<file path="config.mk">
export PLATFORM = sky130hd
export DESIGN_NAME = regw_arbiter_flat
export DESIGN_NICKNAME = d
export VERILOG_FILES = /design/src/rtl/regw_arbiter_if.sv /design/src/rtl/regw_arbiter.sv /design/src/flat_wrapper.sv
export SDC_FILE = /design/constraint.sdc
export NUM_CORES = 1
export LEC_CHECK = 0
export CORE_MARGIN = 2
export CORE_UTILIZATION = 51
export DETAILED_ROUTE_END_ITERATION = 7
export PLACE_DENSITY_LB_ADDON = 0.15
export SLEW_MARGIN = 30
export SYNTH_ARGS = -nofsm -noshare
export SYNTH_HDL_FRONTEND = slang
export SYNTH_SLANG_ARGS = --single-unit
</file>
<file path="constraint.sdc">
create_clock -name clk -period 5.8 [get_ports clk]
set_clock_uncertainty 0.05 [all_clocks]
set_input_delay 0.87 -clock clk [delete_from_list [all_inputs] [get_ports clk]]
set_output_delay 0.87 -clock clk [all_outputs]
set_load 0.03 [all_outputs]
</file>
<file path="src/rtl/regw_arbiter_if.sv">
// Writeback bus between the two requesters, the register file write port and
// the hazard-check read addresses of the control unit.
interface regw_arbiter_if;
  // requester 0 (main datapath writeback)
  logic        v0;
  logic [4:0]  a0;
  logic [31:0] d0;
  logic        rdy0;
  // requester 1 (slow unit writeback)
  logic        v1;
  logic [4:0]  a1;
  logic [31:0] d1;
  logic        rdy1;
  // register file write port
  logic [4:0]  wr;
  logic [31:0] wdata;
  logic        regw;
  // hazard check
  logic [4:0]  r1;
  logic [4:0]  r2;
  logic        hit1;
  logic        hit2;

  // Requester / control side
  modport master (
    output v0, a0, d0, v1, a1, d1, r1, r2,
    input  rdy0, rdy1, wr, wdata, regw, hit1, hit2
  );

  // Arbiter side
  modport slave (
    input  v0, a0, d0, v1, a1, d1, r1, r2,
    output rdy0, rdy1, wr, wdata, regw, hit1, hit2
  );
endinterface

</file>
<file path="src/rtl/regw_arbiter.sv">
// Register file write-port arbiter: two one-entry holding buffers drained by a
// round-robin or fixed-priority (with starvation guard) arbiter into a
// registered write-port stage, plus read-after-write pending-hit flags.
module regw_arbiter #(
  parameter int PRIO_MODE = 0,  // 0 = round-robin, 1 = req0 priority
  parameter int MAX_WAIT  = 4   // fixed mode: force-grant threshold (1..15)
) (
  input logic           clk,
  input logic           rst_n,
  regw_arbiter_if.slave bus
);

  localparam logic [3:0] MAX_WAIT_L = 4'(MAX_WAIT);

  // per-requester views of the bus
  logic        vin [2];
  logic [4:0]  ain [2];
  logic [31:0] din [2];

  // holding buffers
  logic        full_q [2];
  logic        full_d [2];
  logic [4:0]  abuf_q [2];
  logic [4:0]  abuf_d [2];
  logic [31:0] dbuf_q [2];
  logic [31:0] dbuf_d [2];

  // arbitration state
  logic        older1_q, older1_d;  // 1: buf1 entry was captured before buf0's
  logic        rr_q, rr_d;          // round-robin pointer, 0 = req0
  logic [3:0]  wait_q, wait_d;      // cycles buf1 has waited (fixed mode)

  // output stage
  logic [4:0]  wr_q, wr_d;
  logic [31:0] wdata_q, wdata_d;
  logic        regw_q, regw_d;

  logic [1:0]  gnt;
  logic [1:0]  rdy;
  logic [1:0]  cap;
  logic [1:0]  keep;
  logic [4:0]  gaddr;
  logic [31:0] gdata;

  assign vin[0] = bus.v0;
  assign ain[0] = bus.a0;
  assign din[0] = bus.d0;
  assign vin[1] = bus.v1;
  assign ain[1] = bus.a1;
  assign din[1] = bus.d1;

  // Grant among full buffers; same-address pairs always retire oldest first
  always_comb begin
    gnt = 2'b00;
    if (full_q[0] && !full_q[1]) begin
      gnt = 2'b01;
    end else if (!full_q[0] && full_q[1]) begin
      gnt = 2'b10;
    end else if (full_q[0] && full_q[1]) begin
      if (abuf_q[0] == abuf_q[1]) begin
        gnt = older1_q ? 2'b10 : 2'b01;
      end else if (PRIO_MODE == 0) begin
        gnt = rr_q ? 2'b10 : 2'b01;
      end else begin
        gnt = (wait_q == MAX_WAIT_L) ? 2'b10 : 2'b01;
      end
    end
  end

  // Per-buffer handshake and refill; a buffer may refill on the cycle it drains
  for (genvar gi = 0; gi < 2; gi++) begin : g_buf
    assign rdy[gi]  = rst_n & (~full_q[gi] | gnt[gi]);
    assign cap[gi]  = vin[gi] & rdy[gi];
    assign keep[gi] = full_q[gi] & ~gnt[gi];

    // Next buffer contents: capture new request or hold the waiting one
    always_comb begin
      full_d[gi] = cap[gi] | keep[gi];
      abuf_d[gi] = cap[gi] ? ain[gi] : abuf_q[gi];
      dbuf_d[gi] = cap[gi] ? din[gi] : dbuf_q[gi];
    end

    // Buffer registers; reset discards anything held
    always_ff @(posedge clk) begin
      if (!rst_n) begin
        full_q[gi] <= 1'b0;
        abuf_q[gi] <= 5'd0;
        dbuf_q[gi] <= 32'd0;
      end else begin
        full_q[gi] <= full_d[gi];
        abuf_q[gi] <= abuf_d[gi];
        dbuf_q[gi] <= dbuf_d[gi];
      end
    end
  end

  // Age bit, round-robin pointer and starvation counter updates
  always_comb begin
    // age: whichever entry stays while the other is newly captured is older;
    // simultaneous capture counts req0 as older
    older1_d = 1'b0;
    if (keep[1] && cap[0]) begin
      older1_d = 1'b1;
    end else if (keep[0] && cap[1]) begin
      older1_d = 1'b0;
    end else if (keep[0] && keep[1]) begin
      older1_d = older1_q;
    end

    rr_d = rr_q;
    if (gnt[0]) begin
      rr_d = 1'b1;
    end else if (gnt[1]) begin
      rr_d = 1'b0;
    end

    wait_d = 4'd0;
    if (PRIO_MODE != 0) begin
      if (gnt[1]) begin
        wait_d = 4'd0;
      end else if (full_q[1] && (wait_q != 4'd15)) begin
        wait_d = wait_q + 4'd1;
      end else begin
        wait_d = wait_q;
      end
    end
  end

  // Arbitration state registers
  always_ff @(posedge clk) begin
    if (!rst_n) begin
      older1_q <= 1'b0;
      rr_q     <= 1'b0;
      wait_q   <= 4'd0;
    end else begin
      older1_q <= older1_d;
      rr_q     <= rr_d;
      wait_q   <= wait_d;
    end
  end

  // Output stage next state: writes to register 0 are dropped here, and the
  // address/data lines keep their last real write while idle
  always_comb begin
    gaddr   = gnt[1] ? abuf_q[1] : abuf_q[0];
    gdata   = gnt[1] ? dbuf_q[1] : dbuf_q[0];
    regw_d  = (|gnt) && (gaddr != 5'd0);
    wr_d    = regw_d ? gaddr : wr_q;
    wdata_d = regw_d ? gdata : wdata_q;
  end

  // Registered write-port driver
  always_ff @(posedge clk) begin
    if (!rst_n) begin
      wr_q    <= 5'd0;
      wdata_q <= 32'd0;
      regw_q  <= 1'b0;
    end else begin
      wr_q    <= wr_d;
      wdata_q <= wdata_d;
      regw_q  <= regw_d;
    end
  end

  // Pending-write hazard flags from current state only; register 0 never hits
  always_comb begin
    bus.hit1 = (bus.r1 != 5'd0) &&
               ((full_q[0] && (abuf_q[0] == bus.r1)) ||
                (full_q[1] && (abuf_q[1] == bus.r1)) ||
                (regw_q && (wr_q == bus.r1)));
    bus.hit2 = (bus.r2 != 5'd0) &&
               ((full_q[0] && (abuf_q[0] == bus.r2)) ||
                (full_q[1] && (abuf_q[1] == bus.r2)) ||
                (regw_q && (wr_q == bus.r2)));
  end

  assign bus.rdy0  = rdy[0];
  assign bus.rdy1  = rdy[1];
  assign bus.wr    = wr_q;
  assign bus.wdata = wdata_q;
  assign bus.regw  = regw_q;

endmodule

</file>
<file path="src/flat_wrapper.sv">
// flat-port wrapper written by rule: the top's interface ports become plain ports
module regw_arbiter_flat 
#(
  parameter int PRIO_MODE = 0,                                       
  parameter int MAX_WAIT  = 4                                               
)
  (clk, rst_n, bus_v0, bus_a0, bus_d0, bus_v1, bus_a1, bus_d1, bus_r1, bus_r2, bus_rdy0, bus_rdy1, bus_wr, bus_wdata, bus_regw, bus_hit1, bus_hit2);
  regw_arbiter_if bus_i ();
  input logic clk;
  input logic rst_n;
  input wire logic [$bits(bus_i.v0)-1:0] bus_v0;
  input wire logic [$bits(bus_i.a0)-1:0] bus_a0;
  input wire logic [$bits(bus_i.d0)-1:0] bus_d0;
  input wire logic [$bits(bus_i.v1)-1:0] bus_v1;
  input wire logic [$bits(bus_i.a1)-1:0] bus_a1;
  input wire logic [$bits(bus_i.d1)-1:0] bus_d1;
  input wire logic [$bits(bus_i.r1)-1:0] bus_r1;
  input wire logic [$bits(bus_i.r2)-1:0] bus_r2;
  output wire logic [$bits(bus_i.rdy0)-1:0] bus_rdy0;
  output wire logic [$bits(bus_i.rdy1)-1:0] bus_rdy1;
  output wire logic [$bits(bus_i.wr)-1:0] bus_wr;
  output wire logic [$bits(bus_i.wdata)-1:0] bus_wdata;
  output wire logic [$bits(bus_i.regw)-1:0] bus_regw;
  output wire logic [$bits(bus_i.hit1)-1:0] bus_hit1;
  output wire logic [$bits(bus_i.hit2)-1:0] bus_hit2;
  assign bus_i.v0 = bus_v0;
  assign bus_i.a0 = bus_a0;
  assign bus_i.d0 = bus_d0;
  assign bus_i.v1 = bus_v1;
  assign bus_i.a1 = bus_a1;
  assign bus_i.d1 = bus_d1;
  assign bus_i.r1 = bus_r1;
  assign bus_i.r2 = bus_r2;
  assign bus_rdy0 = bus_i.rdy0;
  assign bus_rdy1 = bus_i.rdy1;
  assign bus_wr = bus_i.wr;
  assign bus_wdata = bus_i.wdata;
  assign bus_regw = bus_i.regw;
  assign bus_hit1 = bus_i.hit1;
  assign bus_hit2 = bus_i.hit2;
  regw_arbiter #(.PRIO_MODE(PRIO_MODE), .MAX_WAIT(MAX_WAIT)) u_core (.clk(clk), .rst_n(rst_n), .bus(bus_i));
endmodule
</file>
==> run_summary.xml, run 1 <==
<?xml version="1.0" encoding="UTF-8"?>
<metrics>
  <group name="critical_path">
    <metric name="worstSetupStartpointType" unit="">primary input</metric>
    <metric name="timing.critical_path.arrival" unit="ns">2.96</metric>
    <metric name="flop_to_flop_setup_slack" unit="ns">3.00</metric>
    <metric name="rr_worst_depth" unit="">7</metric>
    <metric name="critPathMaxFanout" unit="">4</metric>
    <metric name="timing.setup.critical_path_class" unit="">in -&gt; out</metric>
    <metric name="cp.required" unit="ns">4.88</metric>
    <metric name="r2r-end" unit="">u_core.bus.wdata[21]$_SDFFE_PN0P_</metric>
    <metric name="worstReg2RegStart" unit="">u_core.abuf_q[0][0]$_SDFFE_PN0P_</metric>
    <metric name="setup_crit_end_kind" unit="">output port</metric>
  </group>
  <group name="drt">
    <metric name="avgRoutedWirePerCell" unit="um">16.3</metric>
    <metric name="drc" unit="">0</metric>
    <metric name="via_per_inst" unit="">5.47</metric>
    <metric name="drtPass1Iterations" unit="">7</metric>
    <metric name="drtIter0Drc" unit="">251</metric>
    <metric name="wirelength" unit="um">13500</metric>
    <metric name="ant_nets" unit="">0</metric>
    <metric name="vias" unit="">4553</metric>
  </group>
  <group name="worst_hold_path">
    <metric name="whs_endpoint" unit="">u_core.dbuf_q[1][1]$_SDFFE_PN0P_</metric>
    <metric name="hold_path_depth" unit="">2</metric>
    <metric name="hold_crit_class" unit="">reg -&gt; reg</metric>
    <metric name="min-delay-start" unit="">u_core.dbuf_q[1][1]$_SDFFE_PN0P_</metric>
  </group>
  <group name="clocking">
    <metric name="post-cts-setup-buffers" unit="">0</metric>
    <metric name="holdBufCountCts" unit="">0</metric>
    <metric name="cts-resized-gates" unit="">0</metric>
    <metric name="clock-sinks" unit="">116</metric>
    <metric name="clk_latency_worst_skew_pair" unit="ns">0.51</metric>
    <metric name="cts.clk_slew.worst_paths" unit="ns">0.05</metric>
    <metric name="cts_htree_levels" unit="">4</metric>
    <metric name="number_of_buffers_created_by_cts" unit="">17</metric>
    <metric name="cts_root_buf" unit="">sky130_fd_sc_hd__clkbuf_8</metric>
    <metric name="ctsLongestPathBuffers" unit="">2</metric>
    <metric name="tritoncts" unit="">done</metric>
  </group>
  <group name="logic_synthesis">
    <metric name="ys_top_cells_by_area" unit="">sky130_fd_sc_hd__dfxtp_1, sky130_fd_sc_hd__or3_1, sky130_fd_sc_hd__nand2_1</metric>
    <metric name="synth_area_leader_cell" unit="">sky130_fd_sc_hd__dfxtp_1</metric>
    <metric name="syn-instance-count" unit="">583</metric>
    <metric name="synthesis.area_per_instance" unit="um^2">8.97</metric>
    <metric name="async_reset_ff_frac" unit="">0</metric>
    <metric name="yosys.area.top_type_share" unit="">0.444</metric>
    <metric name="yosysWarnings" unit="">0</metric>
    <metric name="synth_seq_area_share" unit="">0.444</metric>
    <metric name="synth_flop_cell" unit="">sky130_fd_sc_hd__dfxtp_1</metric>
    <metric name="ys_ff_latch" unit="">116</metric>
    <metric name="syn-cell-area" unit="mm^2">0.00523</metric>
    <metric name="synth.distinct_cells" unit="">34</metric>
    <metric name="number_of_enable_type_register_cells_in_the_synthesized_netlist" unit="">0</metric>
    <metric name="syn-num-nets" unit="">671</metric>
  </group>
  <group name="run">
    <metric name="drv.max_cap_violation_count" unit="">0</metric>
  </group>
  <group name="power_and_ir_drop">
    <metric name="clkPwrFrac" unit="">0.442</metric>
    <metric name="irDropWorstVdd" unit="mV">0.242</metric>
    <metric name="static-leakage-power" unit="nW">2.77</metric>
    <metric name="p_seq_frac" unit="">0.382</metric>
    <metric name="cellPowerDensity" unit="mW/mm^2">344</metric>
    <metric name="cellInternalPower" unit="mW">1.79</metric>
    <metric name="netSwitchingFraction" unit="">0.267</metric>
    <metric name="p_switching" unit="mW">0.649</metric>
    <metric name="power_frac_comb" unit="">0.176</metric>
  </group>
  <group name="sta">
    <metric name="final.setup.tns" unit="ns">0</metric>
    <metric name="hold_violations" unit="">0</metric>
    <metric name="final.period_utilization" unit="">0.668</metric>
    <metric name="grt_setup_unrepaired" unit="">no</metric>
    <metric name="finalMaxSlewViolations" unit="">0</metric>
    <metric name="max_clock_freq" unit="GHz">0.258</metric>
    <metric name="fin_crit" unit="ns">3.88</metric>
    <metric name="worst_hold_slack_across_all_endpoints" unit="ns">0.401</metric>
    <metric name="finalSetupViolCount" unit="">0</metric>
    <metric name="worst_pin_slew" unit="ns">0.854</metric>
    <metric name="slew_headroom" unit="">0.431</metric>
    <metric name="final_setup_slack_of_the_worst_path" unit="ns">1.92</metric>
  </group>
  <group name="global_routing">
    <metric name="via_count_of_the_first_global_routing_pass" unit="">4611</metric>
    <metric name="grt_first_pass_wirelength" unit="um">22200</metric>
    <metric name="grt_max_degree" unit="">72</metric>
    <metric name="global_route.usage.total" unit="">0.250</metric>
    <metric name="antenna_found_initial" unit="">0</metric>
    <metric name="grt_remaining_overflow" unit="">0</metric>
  </group>
  <group name="outcome">
    <metric name="result_of_the_run" unit="">finished, final reports clean</metric>
  </group>
  <group name="floorplan">
    <metric name="fp.dieW" unit="um">105</metric>
    <metric name="die_height" unit="um">105</metric>
    <metric name="fp.dieArea" unit="mm^2">0.0111</metric>
    <metric name="row_count" unit="">36</metric>
    <metric name="core_area" unit="mm^2">0.00986</metric>
    <metric name="design.portCount" unit="">130</metric>
    <metric name="start_util" unit="">0.530</metric>
  </group>
  <group name="cells_and_area">
    <metric name="finish.cell_count_without_fillers" unit="">832</metric>
    <metric name="nets" unit="">774</metric>
    <metric name="n_antenna_cell" unit="">0</metric>
    <metric name="drive_gt1_frac" unit="">0.0701</metric>
    <metric name="final_cell_area" unit="mm^2">0.00708</metric>
    <metric name="area_growth" unit="%">35.4</metric>
  </group>
  <group name="placement">
    <metric name="place.gp.congestion" unit="">0.781</metric>
    <metric name="dp_hpwl" unit="um">8430</metric>
    <metric name="placed_cell_area" unit="mm^2">0.00646</metric>
    <metric name="place.detailed.instances" unit="">800</metric>
    <metric name="preCtsSetupSlack" unit="ns">1.96</metric>
    <metric name="io_buffer_count" unit="">129</metric>
  </group>
</metrics>
-- synthesized netlist by cell type, drive strengths merged, types with 3 or more instances --
cell type,instances
nor3,3
mux2i,38
o21a,3
xor2,18
o21ai,39
buf,22
o31ai,3
or3,72
nor2,6
dfxtp,116
nand3,4
xnor2,17
nand2,114
nor4,4
clkbuf,31
o2111a,36
inv,38
-- state kept, by name, summed over array words and instances (netlist names) --
| register | cells |
|---|---|
| u_core.bus.wr | 5 |
| u_core.bus.wdata | 32 |
| u_core.full_q | 2 |
| u_core.older1_q | 1 |
| u_core.abuf_q | 10 |
| u_core.rr_q | 1 |
| u_core.dbuf_q | 64 |
| u_core.bus.regw | 1 |
-- kinds of logic (layout without fill, tap and decap cells) --
logic type / count (synthesis) / after routing / share of synthesized area
simple gates: 211 / 211 / 0.194
flops: 116 / 116 / 0.444
compound gates: 92 / 92 / 0.145
buf+inv: 91 / 207 / 0.0831
mux: 38 / 38 / 0.0728
xor+xnor: 35 / 35 / 0.0615
-- worst max-delay path by stage --
| stage | start | end | slack, ns | cells past startpoint |
|---|---|---|---|---|
| 4_1_cts | bus_r2[1] | bus_hit2 | 1.96 | 8 |
| 5_1_grt | bus_r1[2] | bus_hit1 | 1.78 | 8 |
| 3_3_place_gp | bus_r1[3] | bus_hit1 | 2.03 | 8 |
| 6_report | bus_r2[1] | bus_hit2 | 1.92 | 8 |
| 3_5_place_dp | bus_r2[4] | bus_hit2 | 1.96 | 8 |
| 2_1_floorplan | bus_r1[3] | bus_hit1 | 2.88 | 6 |
-- power by group through the flow --
stage	sequential (mW)	clock (mW)	combinational [mW]
floorplan	0.988	0	0.205
global placement	0.943	0	0.418
detailed placement	0.946	0	0.427
CTS	0.930	1.09	0.431
global route	0.940	1.13	0.458
finish	0.931	1.08	0.428
-- through the flow --
step	power (mW)	utilization
6_report	2.43	0.717
5_1_grt	2.53	0.717
4_1_cts	2.45	0.717
3_5_place_dp	1.37	0.655
3_3_place_gp	1.36	0.655
2_1_floorplan	1.19	-
-- worst max-delay path: stages --
cell                              delay [ns]
sky130_fd_sc_hd__clkdlybuf4s50_1        0.51
sky130_fd_sc_hd__xor2_1                 0.20
sky130_fd_sc_hd__nor4_1                 0.31
sky130_fd_sc_hd__nand3_1                0.11
sky130_fd_sc_hd__o31ai_1                0.10
sky130_fd_sc_hd__a31oi_1                0.06
sky130_fd_sc_hd__a21oi_1                0.13
sky130_fd_sc_hd__clkdlybuf4s50_1        0.68
-- placed cells by master (no fill, tap or decap), drive strengths merged --
cell	instances
o31ai	3
xor2	18
o2111a	36
a31oi	2
nand4	2
clkdlybuf4s50	128
o311a	1
o2bb2ai	1
nor4	4
clkbuf	19
mux2i	38
buf	9
o22ai	2
o31a	1
nor3	3
o21ai	39
nand2	114
nand3	4
a21oi	2
o21a	3
or4	2
nor2b	2
nor2	6
xnor2	17
or3	72
bufinv	4
clkinvlp	3
clkinv	5
o211a	1
a32o	1
inv	39
dfxtp	116
and2	2
-- layer usage --
metal,track usage,up-vias,share of wire
met4,0.0933,0,0.013
met5,0,-,0
met3,0.0656,17,0.053
li1,-,2206,-
met2,0.414,147,0.50
met1,0.311,2183,0.43
-- area by class of cell --
cell class | count | area, um^2
Fill cell | 761 | 2790
Tap cell | 133 | 166
Clock inverter | 13 | 180
Multi-Input combinational cell | 376 | 2480
Sequential cell | 116 | 2320
Timing Repair Buffer | 137 | 1350
Inverter | 38 | 143
Clock buffer | 19 | 432
Note: power is estimated with default switching activity, not from simulation.
==> run 2: changes to the inputs <==
--- a/config.mk
+++ b/config.mk
@@ -6,7 +6,7 @@
 export NUM_CORES = 1
 export LEC_CHECK = 0
 export CORE_MARGIN = 2
-export CORE_UTILIZATION = 51
+export CORE_UTILIZATION = 45
 export DETAILED_ROUTE_END_ITERATION = 7
 export PLACE_DENSITY_LB_ADDON = 0.15
 export SLEW_MARGIN = 30
==> constraint.sdc (replaced) <==
create_clock -name clk -period 3.4 [get_ports clk]
set_clock_uncertainty 0.05 [all_clocks]
set_input_delay 0.51 -clock clk [delete_from_list [all_inputs] [get_ports clk]]
set_output_delay 0.51 -clock clk [all_outputs]
set_load 0.03 [all_outputs]
==> run_summary.xml, run 2 (same netlist as run 1, synthesis figures left out) <==
<?xml version="1.0" encoding="UTF-8"?>
<metrics>
  <group name="drt">
    <metric name="drtIter0Drc" unit="">324</metric>
    <metric name="via_per_inst" unit="">5.32</metric>
    <metric name="drtPass1Iterations" unit="">5</metric>
    <metric name="vias" unit="">4508</metric>
    <metric name="avgRoutedWirePerCell" unit="um">16.3</metric>
    <metric name="drc" unit="">0</metric>
    <metric name="wirelength" unit="um">13800</metric>
    <metric name="ant_nets" unit="">0</metric>
  </group>
  <group name="cells_and_area">
    <metric name="drive_gt1_frac" unit="">0.0794</metric>
    <metric name="final_cell_mix" unit="">sky130_fd_sc_hd__clkdlybuf4s50_1, sky130_fd_sc_hd__dfxtp_1, sky130_fd_sc_hd__nand2_1, sky130_fd_sc_hd__or3_1, sky130_fd_sc_hd__o21ai_0</metric>
    <metric name="regArea" unit="mm^2">0.00232</metric>
    <metric name="fillCellCount" unit="">987</metric>
    <metric name="regMostFlops" unit="">u_core.dbuf_q</metric>
    <metric name="largest_register_ff_count" unit="">64</metric>
    <metric name="layout_commonest_cell" unit="">sky130_fd_sc_hd__clkdlybuf4s50_1</metric>
    <metric name="area_growth" unit="%">36.6</metric>
    <metric name="n_antenna_cell" unit="">0</metric>
    <metric name="finish.cell_count_without_fillers" unit="">848</metric>
    <metric name="multiInputGateArea" unit="mm^2">0.00249</metric>
    <metric name="nets" unit="">782</metric>
  </group>
  <group name="global_routing">
    <metric name="grt_remaining_overflow" unit="">0</metric>
    <metric name="antenna_found_initial" unit="">0</metric>
    <metric name="global_route.usage.total" unit="">0.221</metric>
    <metric name="grt_max_degree" unit="">114</metric>
    <metric name="grt_first_pass_wirelength" unit="um">22400</metric>
    <metric name="via_count_of_the_first_global_routing_pass" unit="">4442</metric>
  </group>
  <group name="placement">
    <metric name="place.detailed.instances" unit="">818</metric>
    <metric name="place.gp.congestion" unit="">0.871</metric>
    <metric name="dp_hpwl" unit="um">8880</metric>
    <metric name="io_buffer_count" unit="">129</metric>
  </group>
  <group name="floorplan">
    <metric name="core_area" unit="mm^2">0.0114</metric>
    <metric name="row_count" unit="">39</metric>
    <metric name="design.portCount" unit="">130</metric>
    <metric name="fp.dieW" unit="um">112</metric>
    <metric name="die_height" unit="um">112</metric>
    <metric name="start_util" unit="">0.460</metric>
    <metric name="fp.dieArea" unit="mm^2">0.0125</metric>
  </group>
  <group name="clocking">
    <metric name="number_of_buffers_created_by_cts" unit="">17</metric>
    <metric name="clock-sinks" unit="">116</metric>
    <metric name="cts.clk_slew.worst_paths" unit="ns">0.05</metric>
    <metric name="post-cts-setup-buffers" unit="">0</metric>
    <metric name="ctsLongestPathBuffers" unit="">2</metric>
    <metric name="tritoncts" unit="">done</metric>
    <metric name="cts_root_buf" unit="">sky130_fd_sc_hd__clkbuf_16</metric>
    <metric name="clk_latency_worst_skew_pair" unit="ns">0.40</metric>
    <metric name="cts_htree_levels" unit="">4</metric>
    <metric name="holdBufCountCts" unit="">0</metric>
  </group>
  <group name="critical_path">
    <metric name="timing.critical_path.arrival" unit="ns">2.67</metric>
    <metric name="cp.required" unit="ns">2.84</metric>
    <metric name="list_of_cells_traversed_by_the_critical_path" unit="">clkdlybuf4s50_1, xor2_1, nor4_1, nand3_1, o31ai_1, a31oi_1, a21oi_1, clkdlybuf4s50_1</metric>
    <metric name="max_stage_delay" unit="ns">0.68</metric>
    <metric name="critPathMaxFanout" unit="">4</metric>
    <metric name="crit_path_max_delay_cell_type" unit="">sky130_fd_sc_hd__clkdlybuf4s50_1</metric>
    <metric name="timing.setup.critical_path_class" unit="">in -&gt; out</metric>
    <metric name="setup_crit_end_kind" unit="">output port</metric>
    <metric name="worstSetupStartpointType" unit="">primary input</metric>
    <metric name="path_common_cell" unit="">sky130_fd_sc_hd__clkdlybuf4s50_1</metric>
  </group>
  <group name="run">
    <metric name="drv.max_cap_violation_count" unit="">0</metric>
  </group>
  <group name="sta">
    <metric name="finalMaxSlewViolations" unit="">0</metric>
    <metric name="slew_headroom" unit="">0.462</metric>
    <metric name="hold_violations" unit="">0</metric>
    <metric name="fin_crit" unit="ns">3.23</metric>
    <metric name="worst_pin_slew" unit="ns">0.807</metric>
    <metric name="final.period_utilization" unit="">0.951</metric>
    <metric name="grt_setup_unrepaired" unit="">no</metric>
    <metric name="max_clock_freq" unit="GHz">0.309</metric>
    <metric name="final.setup.tns" unit="ns">0</metric>
    <metric name="finalSetupViolCount" unit="">0</metric>
  </group>
  <group name="outcome">
    <metric name="result_of_the_run" unit="">finished, final reports clean</metric>
  </group>
  <group name="power_and_ir_drop">
    <metric name="static-leakage-power" unit="nW">2.81</metric>
    <metric name="cellPowerDensity" unit="mW/mm^2">578</metric>
    <metric name="irDropWorstVdd" unit="mV">0.565</metric>
  </group>
  <group name="worst_hold_path">
    <metric name="hold_crit_class" unit="">in -&gt; reg</metric>
  </group>
</metrics>
run 2: path summary, 6_finish.rpt:
kind                            cells after the start                           endpoint                               from  slack, ns
worst max-delay path                                8                           bus_hit1                          bus_r1[3]       0.17
worst min-delay path                                2           u_core.full_q[0]$_DFF_P_                              rst_n       0.33
worst max register to register                      7  u_core.bus.wdata[12]$_SDFFE_PN0P_   u_core.abuf_q[1][3]$_SDFFE_PN0P_       0.83
worst min register to register                      2  u_core.dbuf_q[0][15]$_SDFFE_PN0P_  u_core.dbuf_q[0][15]$_SDFFE_PN0P_       0.40
run 2: area by class of cell:
class | count | area share
multi-input cells | 376 | 0.348
well taps | 143 | 0.0250
clock inverters | 9 | 0.0180
repair buffers | 145 | 0.198
flip-flops and latches | 116 | 0.325
inverters | 38 | 0.0200
clock buffers | 21 | 0.0659
run 2: critical path: cells and delay by family:
| kind | cells | cell delay (ns) |
|---|---|---|
| AOI/OAI and AO/OA | 3 | 0.29 |
| xor gates and xnor gates | 1 | 0.21 |
| buffers and inverters | 2 | 1.21 |
| and+or+nand+nor | 2 | 0.46 |
run 2: what timing repair did:
action,CTS,global route
setup endpoints to repair,0,1
endpoints found under the hold margin,0,0
gates resized for setup,0,1
run 2: report_power, final:
part           internal, mW  leakage (nW)  switching [mW]
combinational         0.360          1.56           0.393
clock                  1.20         0.291           0.599
sequential             1.49         0.959          0.0903
run 2: stage by stage:
step	hold slack [ns]	setup slack [ns]	utilization	instance area, um^2	total power [mW]
final	0.330	0.165	0.628	7140	4.13
after CTS	0.321	0.139	0.628	7140	4.15
after detailed placement	0.393	0.199	0.575	6540	2.36
after floorplan	0.380	1.19	-	5230	2.03
after global placement	0.388	0.345	0.575	6540	2.34
after global routing	0.332	0.0673	0.628	7140	4.29
run 2: layer usage:
| layer | track usage | part of all wire | up-vias |
|---|---|---|---|
| li1 | - | - | 2220 |
| met1 | 0.280 | 0.45 | 2136 |
| met2 | 0.378 | 0.49 | 136 |
| met3 | 0.0555 | 0.051 | 16 |
| met4 | 0.0560 | 0.011 | 0 |
| met5 | 0 | 0 | - |
==> run 3: changes to the inputs <==
--- a/config.mk
+++ b/config.mk
@@ -5,10 +5,9 @@
 export SDC_FILE = /design/constraint.sdc
 export NUM_CORES = 1
 export LEC_CHECK = 0
-export CORE_MARGIN = 2
 export CORE_UTILIZATION = 45
 export DETAILED_ROUTE_END_ITERATION = 7
-export PLACE_DENSITY_LB_ADDON = 0.15
+export PLACE_DENSITY = 0.75
 export SLEW_MARGIN = 30
 export SYNTH_ARGS = -nofsm -noshare
 export SYNTH_HDL_FRONTEND = slang
==> run_summary.xml, run 3 (same netlist as run 1, synthesis figures left out) <==
<?xml version="1.0" encoding="UTF-8"?>
<metrics>
  <group name="outcome">
    <metric name="result_of_the_run" unit="">finished, final reports clean</metric>
  </group>
  <group name="sta">
    <metric name="final.period_utilization" unit="">0.942</metric>
    <metric name="hold_violations" unit="">0</metric>
    <metric name="fin_crit" unit="ns">3.20</metric>
    <metric name="worst_pin_slew" unit="ns">0.667</metric>
    <metric name="final.setup.tns" unit="ns">0</metric>
    <metric name="slew_headroom" unit="">0.546</metric>
    <metric name="max_clock_freq" unit="GHz">0.312</metric>
    <metric name="grt_setup_unrepaired" unit="">no</metric>
    <metric name="finalMaxSlewViolations" unit="">0</metric>
    <metric name="finalSetupViolCount" unit="">0</metric>
  </group>
  <group name="placement">
    <metric name="placed_cell_area" unit="mm^2">0.00652</metric>
    <metric name="place.gp.congestion" unit="">0.798</metric>
    <metric name="dp_hpwl" unit="um">8890</metric>
    <metric name="io_buffer_count" unit="">129</metric>
  </group>
  <group name="drt">
    <metric name="ant_nets" unit="">0</metric>
    <metric name="vias" unit="">4539</metric>
    <metric name="wirelength" unit="um">13800</metric>
    <metric name="avgRoutedWirePerCell" unit="um">16.4</metric>
    <metric name="drc" unit="">0</metric>
    <metric name="drtPass1Iterations" unit="">5</metric>
    <metric name="drtIter0Drc" unit="">252</metric>
    <metric name="via_per_inst" unit="">5.38</metric>
  </group>
  <group name="clocking">
    <metric name="cts_root_buf" unit="">sky130_fd_sc_hd__clkbuf_16</metric>
    <metric name="number_of_buffers_created_by_cts" unit="">17</metric>
    <metric name="clock-sinks" unit="">116</metric>
    <metric name="holdBufCountCts" unit="">0</metric>
    <metric name="clk_latency_worst_skew_pair" unit="ns">0.41</metric>
    <metric name="tritoncts" unit="">done</metric>
    <metric name="ctsLongestPathBuffers" unit="">2</metric>
    <metric name="cts.clk_slew.worst_paths" unit="ns">0.05</metric>
    <metric name="cts_htree_levels" unit="">4</metric>
    <metric name="post-cts-setup-buffers" unit="">0</metric>
    <metric name="cts-resized-gates" unit="">0</metric>
  </group>
  <group name="critical_path">
    <metric name="setup_crit_end_kind" unit="">output port</metric>
    <metric name="rr_worst_depth" unit="">7</metric>
    <metric name="timing.critical_path.arrival" unit="ns">2.64</metric>
    <metric name="cp.required" unit="ns">2.84</metric>
    <metric name="timing.setup.critical_path_class" unit="">reg -&gt; out</metric>
    <metric name="critPathMaxFanout" unit="">6</metric>
    <metric name="r2r-end" unit="">u_core.bus.wdata[24]$_SDFFE_PN0P_</metric>
    <metric name="worstReg2RegStart" unit="">u_core.abuf_q[1][3]$_SDFFE_PN0P_</metric>
    <metric name="flop_to_flop_setup_slack" unit="ns">0.63</metric>
    <metric name="worstSetupStartpointType" unit="">flip-flop</metric>
  </group>
  <group name="worst_hold_path">
    <metric name="whs_endpoint" unit="">u_core.dbuf_q[1][13]$_SDFFE_PN0P_</metric>
    <metric name="min-delay-start" unit="">u_core.dbuf_q[1][13]$_SDFFE_PN0P_</metric>
    <metric name="hold_path_depth" unit="">2</metric>
    <metric name="hold_crit_class" unit="">reg -&gt; reg</metric>
  </group>
  <group name="cells_and_area">
    <metric name="nets" unit="">779</metric>
    <metric name="regArea" unit="mm^2">0.00232</metric>
    <metric name="drive_gt1_frac" unit="">0.0740</metric>
    <metric name="fillCellCount" unit="">967</metric>
    <metric name="regMostFlops" unit="">u_core.dbuf_q</metric>
    <metric name="multiInputGateArea" unit="mm^2">0.00249</metric>
    <metric name="final_cell_area" unit="mm^2">0.00709</metric>
    <metric name="layout_commonest_cell" unit="">sky130_fd_sc_hd__clkdlybuf4s50_1</metric>
    <metric name="final_cell_mix" unit="">sky130_fd_sc_hd__clkdlybuf4s50_1, sky130_fd_sc_hd__dfxtp_1, sky130_fd_sc_hd__nand2_1, sky130_fd_sc_hd__or3_1, sky130_fd_sc_hd__o21ai_0</metric>
    <metric name="area_growth" unit="%">35.6</metric>
    <metric name="largest_register_ff_count" unit="">64</metric>
    <metric name="n_antenna_cell" unit="">0</metric>
  </group>
  <group name="power_and_ir_drop">
    <metric name="power" unit="mW">4.03</metric>
    <metric name="irDropWorstVdd" unit="mV">0.284</metric>
    <metric name="static-leakage-power" unit="nW">2.78</metric>
    <metric name="cellPowerDensity" unit="mW/mm^2">569</metric>
  </group>
  <group name="global_routing">
    <metric name="grt_max_degree" unit="">50</metric>
    <metric name="global_route.usage.total" unit="">0.239</metric>
    <metric name="via_count_of_the_first_global_routing_pass" unit="">4520</metric>
    <metric name="antenna_found_initial" unit="">0</metric>
    <metric name="grt_first_pass_wirelength" unit="um">21800</metric>
    <metric name="grt_remaining_overflow" unit="">0</metric>
  </group>
  <group name="floorplan">
    <metric name="row_count" unit="">38</metric>
    <metric name="die_height" unit="um">110</metric>
    <metric name="fp.dieW" unit="um">110</metric>
    <metric name="core_area" unit="mm^2">0.0111</metric>
    <metric name="start_util" unit="">0.472</metric>
    <metric name="fp.dieArea" unit="mm^2">0.0121</metric>
    <metric name="design.portCount" unit="">130</metric>
  </group>
  <group name="run">
    <metric name="drv.max_cap_violation_count" unit="">0</metric>
  </group>
</metrics>
## run 3: cell count changes in the layout (fill, tap and decap cells not counted), sizes merged
cell	change
buf	-3
bufinv	-1
clkinv	+1
clkinvlp	+1
## run 3: metrics by stage
| step | util | setup slack [ns] | cells | hold WS (ns) |
|---|---|---|---|---|
| global placement | 0.588 | 0.333 | 812 | 0.388 |
| global route | 0.640 | 0.0202 | 843 | 0.421 |
| finish | 0.640 | 0.197 | 843 | 0.400 |
| floorplan | - | 1.19 | 583 | 0.380 |
| CTS | 0.640 | 0.178 | 843 | 0.405 |
| detailed placement | 0.588 | 0.255 | 812 | 0.395 |
## run 3: area by class of cell
cell class | count | share of cell area
flip-flops and latches | 116 | 0.328
repair buffers | 142 | 0.196
inverters | 38 | 0.0201
clock buffers | 21 | 0.0650
clock inverters | 10 | 0.0152
multi-input cells | 376 | 0.352
well taps | 140 | 0.0247
## run 3: layer usage
metal	part of all wire	track usage	routed length (um)	up-vias
met5	0	0	0	-
met4	0.018	0.104	255	0
met3	0.050	0.0640	692	26
met2	0.50	0.406	6860	138
met1	0.44	0.282	6020	2161
li1	-	-	-	2214
## run 3: critical path: stages (launching register included)
cell,delay [ns]
sky130_fd_sc_hd__dfxtp_1,0.52
sky130_fd_sc_hd__xnor2_2,0.16
sky130_fd_sc_hd__nand3_1,0.14
sky130_fd_sc_hd__nor2_1,0.41
sky130_fd_sc_hd__nor2_1,0.15
sky130_fd_sc_hd__nor2_1,0.18
sky130_fd_sc_hd__nor2b_1,0.08
sky130_fd_sc_hd__clkdlybuf4s50_1,0.59
## run 3: how the worst max path moves through the flow
| stage | start | endpoint | slack [ns] | cells past startpoint |
|---|---|---|---|---|
| 3_5_place_dp | bus_r2[1] | bus_hit2 | 0.25 | 8 |
| 2_1_floorplan | u_core.bus.wr[3]$_SDFFE_PN0P_ | bus_hit1 | 1.19 | 6 |
| 5_1_grt | u_core.abuf_q[1][0]$_SDFFE_PN0P_ | bus_rdy1 | 0.02 | 6 |
| 6_report | u_core.abuf_q[1][3]$_SDFFE_PN0P_ | bus_rdy0 | 0.20 | 7 |
| 3_3_place_gp | bus_r2[1] | bus_hit2 | 0.33 | 8 |
| 4_1_cts | u_core.abuf_q[1][0]$_SDFFE_PN0P_ | bus_rdy0 | 0.18 | 7 |
## run 3: report_power, final
group	internal [mW]	leakage (nW)	switching (mW)
combinational	0.356	1.54	0.389
sequential	1.49	0.959	0.0921
clock	1.10	0.274	0.603
total	2.95	2.78	1.08
